===== src/rtl/wasm_instr_loader.sv =====
// Framed byte-stream loader: checks magic/length/XOR checksum and packs payload
// bytes little-endian into variable-length writes to the instruction memory.
module wasm_instr_loader #(
  parameter int          WRITE_BYTES     = 4,
  parameter int          LOG_WRITE_BYTES = 2,
  parameter logic [15:0] MAX_LEN         = 16'd4096
) (
  input  logic                       i_clk,
  input  logic                       i_rst_n,
  input  logic                       i_byte_vld,
  input  logic [7:0]                 i_byte,
  output logic                       o_byte_rdy,
  output logic                       o_we,
  output logic [LOG_WRITE_BYTES-1:0] o_write_pointer_shift_minusone,
  output logic [8*WRITE_BYTES-1:0]   o_wr_data,
  input  logic                       i_wr_full,
  output logic                       o_busy,
  output logic                       o_done,
  output logic [1:0]                 o_error
);

  localparam int DW = 8 * WRITE_BYTES;
  localparam int CW = LOG_WRITE_BYTES + 1;
  localparam logic [7:0] MAGIC = 8'hA5;

  typedef enum logic [2:0] {
    S_IDLE,
    S_LEN_LO,
    S_LEN_HI,
    S_PAYLOAD,
    S_CHECK,
    S_DONE
  } state_t;

  state_t                     state;
  logic [7:0]                 len_lo;
  logic [15:0]                remaining;
  logic [CW-1:0]              cnt;
  logic [DW-1:0]              pack;
  logic [7:0]                 chk_xor;
  logic                       we_q;
  logic [LOG_WRITE_BYTES-1:0] shift_q;
  logic [DW-1:0]              wr_data_q;
  logic                       done_q;
  logic [1:0]                 error_q;

  function automatic logic [DW-1:0] insert_lane(input logic [DW-1:0] word,
                                                input logic [CW-1:0] lane,
                                                input logic [7:0]    b);
    logic [DW-1:0] r;
    r = word;
    for (int i = 0; i < WRITE_BYTES; i++) begin
      if (lane == CW'(i)) r[8*i +: 8] = b;
    end
    return r;
  endfunction

  logic          xfer;
  logic          wr_done;
  logic [CW-1:0] cnt_nxt;
  logic [DW-1:0] pack_nxt;
  logic [15:0]   len_full;
  logic          last_byte;

  assign xfer      = i_byte_vld && o_byte_rdy;
  assign wr_done   = we_q && !i_wr_full;
  assign cnt_nxt   = cnt + CW'(1);
  assign pack_nxt  = insert_lane(pack, cnt, i_byte);
  assign len_full  = {i_byte, len_lo};
  assign last_byte = (remaining == 16'd1);

  // Input is stalled while a word is held for the memory, so packing never
  // overlaps a pending write.
  assign o_byte_rdy = !we_q && (state != S_DONE);
  assign o_busy     = (state != S_IDLE);
  assign o_we       = we_q;
  assign o_write_pointer_shift_minusone = shift_q;
  assign o_wr_data  = wr_data_q;
  assign o_done     = done_q;
  assign o_error    = error_q;

  always_ff @(posedge i_clk) begin
    if (!i_rst_n) begin
      state     <= S_IDLE;
      len_lo    <= '0;
      remaining <= '0;
      cnt       <= '0;
      pack      <= '0;
      chk_xor   <= '0;
      we_q      <= 1'b0;
      shift_q   <= '0;
      wr_data_q <= '0;
      done_q    <= 1'b0;
      error_q   <= 2'b00;
    end else begin
      done_q <= 1'b0;
      if (wr_done) begin
        we_q <= 1'b0;
        cnt  <= '0;
        pack <= '0;
      end
      case (state)
        S_IDLE: begin
          if (xfer && i_byte == MAGIC) begin
            state   <= S_LEN_LO;
            error_q <= 2'b00;
            chk_xor <= '0;
          end
        end
        S_LEN_LO: begin
          if (xfer) begin
            len_lo <= i_byte;
            state  <= S_LEN_HI;
          end
        end
        S_LEN_HI: begin
          if (xfer) begin
            if (len_full > MAX_LEN) begin
              error_q <= 2'b10;
              state   <= S_IDLE;
            end else if (len_full == 16'd0) begin
              state <= S_CHECK;
            end else begin
              remaining <= len_full;
              state     <= S_PAYLOAD;
            end
          end
        end
        S_PAYLOAD: begin
          if (xfer) begin
            pack      <= pack_nxt;
            cnt       <= cnt_nxt;
            chk_xor   <= chk_xor ^ i_byte;
            remaining <= remaining - 16'd1;
            // Shift is cnt_nxt-1, which is simply the lane just written.
            if (cnt_nxt == CW'(WRITE_BYTES) || last_byte) begin
              we_q      <= 1'b1;
              shift_q   <= cnt[LOG_WRITE_BYTES-1:0];
              wr_data_q <= pack_nxt;
            end
            if (last_byte) state <= S_CHECK;
          end
        end
        S_CHECK: begin
          if (xfer) begin
            if (i_byte != chk_xor) error_q <= 2'b01;
            done_q <= 1'b1;
            state  <= S_DONE;
          end
        end
        S_DONE: begin
          state <= S_IDLE;
        end
        default: begin
          state <= S_IDLE;
        end
      endcase
    end
  end

endmodule


===== config.mk =====
export PLATFORM = sky130hd
export DESIGN_NAME = wasm_instr_loader
export DESIGN_NICKNAME = d
export VERILOG_FILES = /design/src/rtl/wasm_instr_loader.sv
export SDC_FILE = /design/constraint.sdc
export NUM_CORES = 1
export LEC_CHECK = 0
export CORE_ASPECT_RATIO = 1.75
export CORE_MARGIN = 2
export CORE_UTILIZATION = 52
export DETAILED_ROUTE_END_ITERATION = 12
export GPL_ROUTABILITY_DRIVEN = 0
export MAX_ROUTING_LAYER = met4
export PLACE_DENSITY = 0.77
export SLEW_MARGIN = 20
export SYNTH_ARGS = -nofsm -noshare
export SYNTH_HDL_FRONTEND = slang
export SYNTH_SLANG_ARGS = --single-unit

===== constraint.sdc =====
create_clock -name i_clk -period 1.9 [get_ports i_clk]
set_input_delay 0.38 -clock i_clk [delete_from_list [all_inputs] [get_ports i_clk]]
set_output_delay 0.38 -clock i_clk [all_outputs]
set_load 0.02 [all_outputs]

==> results of run 1 <==
## metal layers
metal / GRT usage / up-vias / wire length (um) / share of wire
met3: 0.0488 / 83 / 918 / 0.054
met1: 0.321 / 2668 / 6210 / 0.36
met5: - / - / 0 / 0
li1: - / 2536 / - / -
met4: 0.185 / 0 / 945 / 0.055
met2: 0.524 / 272 / 8960 / 0.53
## cell families after synthesis
kind of cell,count (synthesis),share of synthesized area
simple gates,209,0.196
compound gates,206,0.257
flops,108,0.405
buf+inv,67,0.0556
mux,37,0.0695
fa+ha+maj,7,0.0164
## critical path: cells and delay by family
kind,cells,cell delay [ns]
and+or+nand+nor,3,0.71
AOI/OAI and AO/OA,2,0.49
buffers and inverters,3,0.62
## sequential cells by signal (all words and copies together), names as in the netlist
name and cells:
len_lo 8, remaining 16, o_error 2, o_write_pointer_shift_minusone 2, cnt 3, pack 32, o_done 1, state 3
o_we 1, chk_xor 8, o_wr_data 32
## stage by stage
stage                      util  setup WS [ns]  hold slack (ns)  cells
final                     0.739        -0.0683            0.467    883
after global routing      0.739        -0.0761            0.478    883
after global placement    0.670         -0.609            0.450    859
after CTS                 0.707        -0.0270            0.468    875
after floorplan               -       -0.00391            0.434    634
after detailed placement  0.670         -0.673            0.457    859
## layout make-up
| class | count | area (um^2) | area share |
|---|---|---|---|
| clock inverters | 6 | 65.1 | 0.00889 |
| flip-flops and latches | 108 | 2170 | 0.297 |
| clock buffers | 10 | 229 | 0.0313 |
| multi-input cells | 459 | 3150 | 0.430 |
| inverters | 18 | 73.8 | 0.0101 |
| repair buffers | 157 | 1470 | 0.201 |
| well taps | 125 | 156 | 0.0214 |
## repair_timing
item,4_1_cts,5_1_grt
cloned,0,2
gates resized for setup,30,59
setup endpoints to repair,65,61
pin swaps,7,13
buffers inserted,0,6
## worst paths after layout
| path | cells after the start | endpoint | slack [ns] |
|---|---|---|---|
| max | 8 | remaining[11] | -0.07 |
| min | 2 | pack[29] | 0.47 |
| max reg2reg | 7 | remaining[11] | -0.05 |
| min reg2reg | 2 | pack[29] | 0.47 |
## cell usage after synthesis (all sizes together) (2+ instances only)
master,n
o21ai,25
o31a,2
a21o,3
nor3,11
a22oi,5
mux2i,37
buf,17
or4,3
o22ai,6
o32ai,4
and4bb,2
nand3,43
nor2b,12
or3,3
nand2b,4
a2111o,2
a31oi,6
a21oi,102
nand4,2
and3,2
clkbuf,32
nor2,46
o31ai,5
a211oi,33
a311oi,2
inv,17
nor4,10
dfxtp,108
nand2,65
ha,7
a221oi,2
or2,2
## power by group through the flow
stage          registers (uW)  logic, uW  clock network (uW)
6_report                 2260        261                1870
5_1_grt                  2260        270                1980
4_1_cts                  2260        240                1890
3_5_place_dp             2310        237                   0
3_3_place_gp             2310        233                   0
2_1_floorplan            2310       99.0                   0
==> results.md, run 1 <==
| Quantity | Reported |
| --- | --- |
| Outcome | complete, but fails checks |
| Violated checks | negative setup slack |
| Number of flops mapped to enable cells by yosys | 0 |
| Clock network fraction of total power | 0.426 |
| Clock latency of the later-clocked register in the worst-skew pair | 0.35 ns |
| Part of the total power dissipated in combinational logic | 0.059 |
| Clock tree buffer depth | 2 |
| Worst max-slew margin expressed relative to the limit | 0.676 |
| I/O pin cnt | 52 |
| Post-layout minimum cycle time | 1.97 ns |
| Vias per cell | 6.30 |
| Commonest non-fill, non-tap cell in the layout | sky130_fd_sc_hd__dfxtp_1 |
| Detailed-route wire length | 17000 um |
| Total negative slack | -0.418 ns |
| Master cell of the clock root buffer | sky130_fd_sc_hd__clkbuf_16 |
| Leading cell types by total area after synthesis | sky130_fd_sc_hd__dfxtp_1, sky130_fd_sc_hd__a21oi_1, sky130_fd_sc_hd__mux2i_1, sky130_fd_sc_hd__a211oi_2, sky130_fd_sc_hd__nand2_1 |
| Worst EP arrival | 2.21 ns |
| Nature of the critical path endpoint | register |
| Seq/Total Area, Yosys | 0.405 |
| Design internal power | 3380 uW |
| Core ar. | 9910 um^2 |
| Switching fraction of total power | 0.230 |
| Fin. max-slew vios | 0 |
| Number of instances in the synthesized netlist | 634 |
| Number of inserted filler cells in the final layout | 698 |
| Input/output buffers | 51 |
| Critical path required time | 2.14 ns |
| P&R area growth vs syn | 37.2% |
| Crit-path cells | clkdlybuf4s15_1, nor4_4, buf_4, and4_4, o31a_1, buf_6, nor2_4, a31o_1 |
| Syn_nets | 653 |
| Reg power frac | 0.514 |
| Worst-case vdd ir drop | 0.701 mV |
| Most area-hungry cell type in the Yosys netlist | sky130_fd_sc_hd__dfxtp_1 |
| Clock tree from TritonCTS | built |
| Detailed-route DRC error count | 0 |
| Part of the cycle the worst path needs | 1.04 |
| Flip-flop and latch count after synthesis | 108 |
| Pin slew with the least headroom to its limit | 0.482 ns |
| Max Cap Violations | 0 |
| Worst clock skew on the final layout | 0.0103 ns |
| Overflow left after global routing | 0 |
| All-Layer GR Usage | 0.304 |
| Hold crit path type | reg2reg |
| Synthesized area divided by synthesized cell count | 8.41 um^2 |
| Longest individual stage delay on the worst path | 0.40 ns |
| Final number of hold-violating endpoints | 0 |
| Max frequency | 0.508 GHz |
| Number of buffers added to fix hold violations after cts | 0 |
| Routed wire per std cell | 19.3 um |
| Lkg Pwr | 0.00266 uW |
| Net Sw Power | 1010 uW |
| Synth cell types | 57 |
| H-Tree Level Count | 3 |
| Clock transition at path regs | 0.07 ns |
| Startpoint type of the worst setup path | input pin |
| Number of rows created at floorplan | 48 |
| Floorplan die width | 80.6 um |
| DP Wirelength | 11500 um |
| Post-synth design cell area | 5330 um^2 |
| Start-to-end type of the worst setup path | in2reg |
| Inserted Clock Buffers | 9 |
| Clock sink count | 108 |
| Highest net fanout along the worst path | 6 |
| Wire length of the first global-routing pass | 25600 um |
| Most used DFF post-synth | sky130_fd_sc_hd__dfxtp_1 |
| Master of the slowest instance on the critical path | sky130_fd_sc_hd__nor4_4 |
| Total die area | 11100 um^2 |
| Number of vias in the routed layout | 5559 |
| Number of DRC markers in iteration 0 | 511 |
| Pin count of the biggest net entering global routing | 41 |
| RSZ-0062 raised after global routing | yes |
| Post-Layout Inst Area | 7320 um^2 |
| Critical path origin | i_byte[3] |
| Yosys top cell area share | 0.405 |
| Die extent in y | 138 um |
| Initial Utilization | 0.538 |
| Drt first pass iters | 5 |
| Top library cells by usage in the layout, fill and taps aside | sky130_fd_sc_hd__dfxtp_1, sky130_fd_sc_hd__a21oi_1, sky130_fd_sc_hd__buf_4 |
| Initial antenna violation count | 0 |
| Fraction of registers with async set or reset after synthesis | 0 |
| Cell area after placement | 6640 um^2 |
| Post-route worst setup slack | -0.0683 ns |
| Post-detailed-route count of antenna-violating nets | 0 |
| ANT cells | 0 |
| Fraction of layout cells with a size suffix above 1 | 0.274 |
| Worst flop-to-flop path startpoint | len_lo[0] |
| Post-layout nets | 772 |
| Hold Path Origin | pack[29] |
| Vias in the first global route | 5345 |
| Setup violation total in the final timing report | 24 |
| PnR Total Power | 4390 uW |
| Synth Warn # | 0 |
| Power Dens Cells | 600 nW/um^2 |
No activity file was read; power rests on OpenSTA's default activity.
==> run 2, diff against run 1 <==
- CORE_UTILIZATION: 52 -> 50
- PLACE_DENSITY: 0.77 -> 0.74
==> run 2 against run 1 <==
Against the previous run: the flow still finishes with violations (negative setup slack); die area rose by 3.8%; utilization decreased by 3.2 points; sequential share of layout area hardly changed; wire length shrank 0.60%; via count fell by 0.25%; fmax decreased by 1.0%; sequential cell count did not move; clock skew fell by 0.0028 ns; critical endpoint is now remaining[15]; largest cell class unchanged.
==> results.md, run 2 (synthesis gave the netlist of run 1 again) <==
| Quantity | Reported | Delta |
| --- | --- | --- |
| Master cell of the clock root buffer | sky130_fd_sc_hd__clkbuf_16 |  |
| Post-layout nets | 780 | +1.0% |
| Setup violation total in the final timing report | 38 | +58% |
| Clock transition at path regs | 0.07 ns | about the same |
| Pin slew with the least headroom to its limit | 0.482 ns | -0.000461 ns |
| Initial antenna violation count | 0 | unchanged |
| Hold crit path type | reg2reg |  |
| Total negative slack | -1.12 ns | -0.700 ns |
| H-Tree Level Count | 3 | unchanged |
| Detail Route met2 WL | 8720 um | -2.6% |
| Worst clock skew on the final layout | 0.00747 ns | -0.00282 ns |
| Lkg Pwr | 0.00268 uW | +0.48% |
| Wire length of the first global-routing pass | 26000 um | +1.6% |
| Crit-path cells | or4_4, nor4_4, buf_4, nand2_4, o31a_1, a311oi_1 |  |
| Vias in the first global route | 5457 | +2.1% |
| Number of rows created at floorplan | 49 | +2.1% |
| Number of gates on the worst path with buffers counted | 6 | -2 |
| Violated checks | negative setup slack |  |
| Worst flop-to-flop path startpoint | remaining[6] |  |
| Detailed-route wire length | 16900 um | -0.60% |
| Met3 wirelength from detailed routing | 855 um | -6.9% |
| Max Cap Violations | 0 | unchanged |
| Total die area | 11500 um^2 | +3.8% |
| Clock sink count | 108 | unchanged |
| Fin. max-slew vios | 0 | unchanged |
| Clock tree buffer depth | 2 | unchanged |
| Highest net fanout along the worst path | 4 | -2 |
| Post-detailed-route count of antenna-violating nets | 0 | unchanged |
| Inserted Clock Buffers | 9 | unchanged |
| Startpoint type of the worst setup path | register |  |
| All-Layer GR Usage | 0.299 | -0.00422 |
| Worst Reg-to-Reg Cells | 6 | -1 |
| Core ar. | 10400 um^2 | +4.6% |
| Post-layout minimum cycle time | 1.99 ns | +0.0200 ns |
| ANT cells | 0 | unchanged |
| Input/output buffers | 51 | unchanged |
| Critical path required time | 2.16 ns | +0.02 ns |
| R2R Path End | remaining[15] |  |
| Worst-case vdd ir drop | 0.524 mV | -25% |
| Clock tree from TritonCTS | built |  |
| Longest individual stage delay on the worst path | 0.58 ns | +0.18 ns |
| Worst-case register-to-register setup slack | -0.09 ns | -0.04 ns |
| Number of DRC markers in iteration 0 | 510 | -0.20% |
| Fraction of layout cells with a size suffix above 1 | 0.276 | +0.00141 |
| Start-to-end type of the worst setup path | reg2reg |  |
| Part of the cycle the worst path needs | 1.05 | +0.0105 |
| Master of the slowest instance on the critical path | sky130_fd_sc_hd__or4_4 |  |
| Nature of the critical path endpoint | register |  |
| Vias per cell | 6.22 | -1.3% |
| Number of vias in the routed layout | 5545 | -0.25% |
| Number of stages on the worst hold path | 2 | unchanged |
| I/O pin cnt | 52 | unchanged |
| Routed wire per std cell | 19.0 um | -1.6% |
| Power Dens Cells | 588 nW/um^2 | -2.1% |
| Initial Utilization | 0.515 | -0.0235 |
| Die extent in y | 141 um | +1.9% |
| PnR Total Power | 4300 uW | -2.1% |
| Outcome | complete, but fails checks |  |
| Max frequency | 0.503 GHz | -1.0% |
| Final number of hold-violating endpoints | 0 | unchanged |
| Routed met1 length | 6220 um | about the same |
| Critical path origin | remaining[6] |  |
| Detailed-route DRC error count | 0 | unchanged |
| Drt first pass iters | 6 | +1 |
| Cell family with the largest share of critical-path delay | simple AND/OR/NAND/NOR gates |  |
| CP bufs+invs | 1 | -2 |
| Top library cells by usage in the layout, fill and taps aside | sky130_fd_sc_hd__a21oi_1, sky130_fd_sc_hd__dfxtp_1, sky130_fd_sc_hd__buf_4 |  |
| DP Wirelength | 11400 um | -0.61% |
| Pin count of the biggest net entering global routing | 50 | +22% |
| Uppermost layer routed | met4 |  |
| Post-route worst setup slack | -0.0883 ns | -0.0200 ns |
| Floorplan die width | 82.1 um | +1.9% |
| RSZ-0062 raised after global routing | yes |  |
| Critical path capture point | remaining[15] |  |
| P&R area growth vs syn | 37.3% | about the same |
| Clock latency of the later-clocked register in the worst-skew pair | 0.35 ns | about the same |
| Overflow left after global routing | 0 | unchanged |
| Worst EP arrival | 2.25 ns | +0.04 ns |
| Worst max-slew margin expressed relative to the limit | 0.678 | +0.00249 |
-- run 2: per-stage QoR --
| step | worst slack (ns) | cell area, um^2 | hold slack (ns) | utilization | std cells |
|---|---|---|---|---|---|
| floorplan | -0.00391 | 5340 | 0.434 | - | 634 |
| global placement | -0.627 | 6650 | 0.449 | 0.642 | 861 |
| detailed placement | -0.687 | 6650 | 0.460 | 0.642 | 861 |
| CTS | -0.0469 | 7150 | 0.469 | 0.690 | 888 |
| global route | -0.212 | 7320 | 0.494 | 0.707 | 892 |
| finish | -0.0883 | 7320 | 0.470 | 0.707 | 892 |
-- run 2: layout make-up --
cell class	count	area [um^2]
Multi-Input combinational cell	459	3100
Inverter	18	70.1
Sequential cell	108	2170
Timing Repair Buffer	165	1540
Tap cell	127	159
Fill cell	774	3040
Clock buffer	12	256
Clock inverter	3	22.5
-- run 2: what timing repair did --
action	4_1_cts	5_1_grt
pin swaps	19	20
endpoints found under the hold margin	0	0
hold buffers	0	0
cloned	1	0
buffers inserted	11	6
endpoints found under the setup margin	60	54
gates resized for setup	41	38
-- run 2: worst min path at each step --
stage	startpoint	end	slack [ns]
after CTS	pack[4]	pack[4]	0.47
after detailed placement	pack[4]	pack[4]	0.46
final	pack[4]	pack[4]	0.47
after global placement	remaining[15]	remaining[15]	0.45
after global routing	pack[15]	pack[15]	0.49
after floorplan	remaining[15]	remaining[15]	0.43
-- run 2: report_power, final --
group | internal (uW) | total [uW] | switching [uW]
logic | 100 | 255 | 154
clock network | 958 | 1780 | 827
registers | 2260 | 2260 | 0.255
total | 3320 | 4300 | 982
-- run 2: per-layer routing --
layer,up-vias,global-route usage
met5,-,-
met4,0,0.190
met3,97,0.0416
met2,246,0.495
met1,2654,0.328
li1,2548,-
-- run 2: worst min-delay path: stages (launching register included) --
cell and delay [ns]:
sky130_fd_sc_hd__dfxtp_1 0.31, sky130_fd_sc_hd__nand3_1 0.06, sky130_fd_sc_hd__a21oi_1 0.06
==> run 3, diff against run 2 <==
- CORE_ASPECT_RATIO: 1.75 -> not set
==> run 3 against run 2 <==
Against the previous run: the flow still finishes with violations (negative setup slack); non-clock buffer count shrank 12; total power shrank 8.3%; cell count shrank 0.22%.
==> results.md, run 3 (synthesis gave the netlist of run 1 again) <==
| Quantity | Reported | Delta |
| --- | --- | --- |
| Post-layout nets | 768 | -1.5% |
| Pin count of the biggest net entering global routing | 36 | -28% |
| I/O pin cnt | 52 | unchanged |
| Vias per cell | 6.08 | -2.2% |
| Pin slew with the least headroom to its limit | 0.765 ns | +0.283 ns |
| Final number of hold-violating endpoints | 0 | unchanged |
| Number of rows created at floorplan | 37 | -24% |
| Clock tree from TritonCTS | built |  |
| Input/output buffers | 51 | unchanged |
| Total die area | 11500 um^2 | -0.28% |
| Power Dens Cells | 543 nW/um^2 | -7.5% |
| P&R area growth vs syn | 36.1% |  |
| Routed wire per std cell | 18.8 um | -0.89% |
| Worst max-slew margin expressed relative to the limit | 0.486 | -0.193 |
| Max Cap Violations | 0 | unchanged |
| Master cell of the clock root buffer | sky130_fd_sc_hd__clkbuf_8 |  |
| Part of the cycle the worst path needs | 1.08 | +0.0299 |
| Fraction of layout cells with a size suffix above 1 | 0.272 | -0.00393 |
| Worst-case vdd ir drop | 0.412 mV | -21% |
| H-Tree Level Count | 3 | unchanged |
| PnR Total Power | 3940 uW | -8.3% |
| Number of DRC markers in iteration 0 | 494 | -3.1% |
| Start-to-end type of the worst setup path | reg2reg |  |
| Detailed-route wire length | 16700 um | -1.1% |
| Inserted Clock Buffers | 9 | unchanged |
| Worst setup slack before clock tree synthesis | -0.706 ns | -0.0192 ns |
| Outcome | complete, but fails checks |  |
| Clock tree buffer depth | 2 | unchanged |
| Total negative slack | -1.00 ns | +0.118 ns |
| RSZ-0062 raised after global routing | yes |  |
| Drt first pass iters | 5 | -1 |
| Setup violation total in the final timing report | 15 | -61% |
| Die extent in y | 107 um | -24% |
| Number of inserted filler cells in the final layout | 735 | -5.0% |
| Max frequency | 0.489 GHz | -2.8% |
| Clock transition at path regs | 0.12 ns | +0.05 ns |
| Detailed-route DRC error count | 0 | unchanged |
| Overflow left after global routing | 0 | unchanged |
| Number of buffers added to fix hold violations after cts | 0 | unchanged |
| Critical path required time | 2.19 ns | +0.03 ns |
| Post-detailed-route count of antenna-violating nets | 0 | unchanged |
| Commonest non-fill, non-tap cell in the layout | sky130_fd_sc_hd__dfxtp_1 |  |
| Top library cells by usage in the layout, fill and taps aside | sky130_fd_sc_hd__dfxtp_1, sky130_fd_sc_hd__a21oi_1, sky130_fd_sc_hd__buf_4 |  |
| ANT cells | 0 | unchanged |
| Floorplan die width | 107 um | +31% |
| Highest net fanout along the worst path | 5 | +1 |
| Clock sink count | 108 | unchanged |
| Worst clock skew on the final layout | 0.0197 ns | +0.0123 ns |
| Post-route worst setup slack | -0.145 ns | -0.0568 ns |
| DP Wirelength | 10300 um | -9.4% |
| Fin. max-slew vios | 0 | unchanged |
| Clock latency of the later-clocked register in the worst-skew pair | 0.38 ns | +0.03 ns |
| Initial Utilization | 0.517 | +0.00187 |
| Violated checks | negative setup slack |  |
| Hold crit path type | in2reg |  |
| Core ar. | 10300 um^2 | -0.36% |
| Post-layout minimum cycle time | 2.05 ns | +0.0568 ns |
| Final cell utilization of the core | 0.703 | -0.00349 |
| Lkg Pwr | 0.00261 uW | -2.7% |
| Number of vias in the routed layout | 5409 | -2.5% |
| Initial antenna violation count | 0 | unchanged |
| Vias in the first global route | 5005 | -8.3% |
| Startpoint type of the worst setup path | register |  |
| Wire length of the first global-routing pass | 24500 um | -5.8% |
| Worst EP arrival | 2.34 ns | +0.09 ns |
| Nature of the critical path endpoint | register |  |
| All-Layer GR Usage | 0.276 | -0.0238 |
[run 3: changes by cell type in the layout (fill, tap and decap cells not counted), moves of 4 or more]
cell                        before  now
sky130_fd_sc_hd__o21ai_2         1    5
sky130_fd_sc_hd__inv_6           0    4
sky130_fd_sc_hd__o21ai_0        19   13
sky130_fd_sc_hd__clkbuf_16       9    3
sky130_fd_sc_hd__clkbuf_8        2   10
sky130_fd_sc_hd__dfxtp_2         9    5
sky130_fd_sc_hd__buf_4          94   79
[run 3: report_power, final]
part | internal (uW) | total [uW] | switching [uW]
Clock | 542 | 1420 | 879
Combinational | 104 | 261 | 157
Sequential | 2260 | 2260 | 0.240
Total | 2910 | 3940 | 1040
[run 3: cell type report]
class | instances | area, um^2 | area share
multi-input combinational | 459 | 3180 | 0.438
sequential | 108 | 2170 | 0.299
timing repair buffer | 153 | 1480 | 0.204
tap | 136 | 170 | 0.0234
clock buffer | 10 | 138 | 0.0190
inverter | 18 | 70.1 | 0.00965
clock inverter | 6 | 51.3 | 0.00707
[run 3: worst max-delay path, cell delays in order, from the launching register on]
cell and delay (ns):
sky130_fd_sc_hd__dfxtp_2 0.36, sky130_fd_sc_hd__nor4_4 0.39, sky130_fd_sc_hd__buf_4 0.18, sky130_fd_sc_hd__and4_1 0.21
sky130_fd_sc_hd__o31a_1 0.34, sky130_fd_sc_hd__buf_6 0.17, sky130_fd_sc_hd__buf_6 0.11, sky130_fd_sc_hd__o31ai_4 0.06
sky130_fd_sc_hd__a21oi_1 0.15
[run 3: through the flow]
step	instance area, um^2	hold WS [ns]	instances
after floorplan	5340	0.434	634
after global placement	6620	0.453	862
after detailed placement	6620	0.461	862
after CTS	6890	0.477	881
after global routing	7260	0.488	890
final	7260	0.470	890
[run 3: final timing paths]
kind,from,endpoint,slack (ns),cells after the start
max,len_lo[3],remaining[7],-0.15,8
min,i_byte[0],chk_xor[0],0.47,4
max reg2reg,len_lo[3],remaining[7],-0.15,8
min reg2reg,pack[17],pack[17],0.48,2
[run 3: layer usage]
layer / up-vias / track usage / part of all wire
met5: - / - / 0
met2: 263 / 0.452 / 0.49
met3: 56 / 0.0321 / 0.070
met4: 0 / 0.101 / 0.030
li1: 2533 / - / -
met1: 2557 / 0.352 / 0.41
[run 3: timing repair]
action | in CTS | in global routing
setup endpoints to repair | 63 | 63
setup buffers | 3 | 5
pin swaps | 5 | 40
hold endpoints to repair | 0 | 0
gates cloned | 0 | 4
resized for setup | 26 | 69
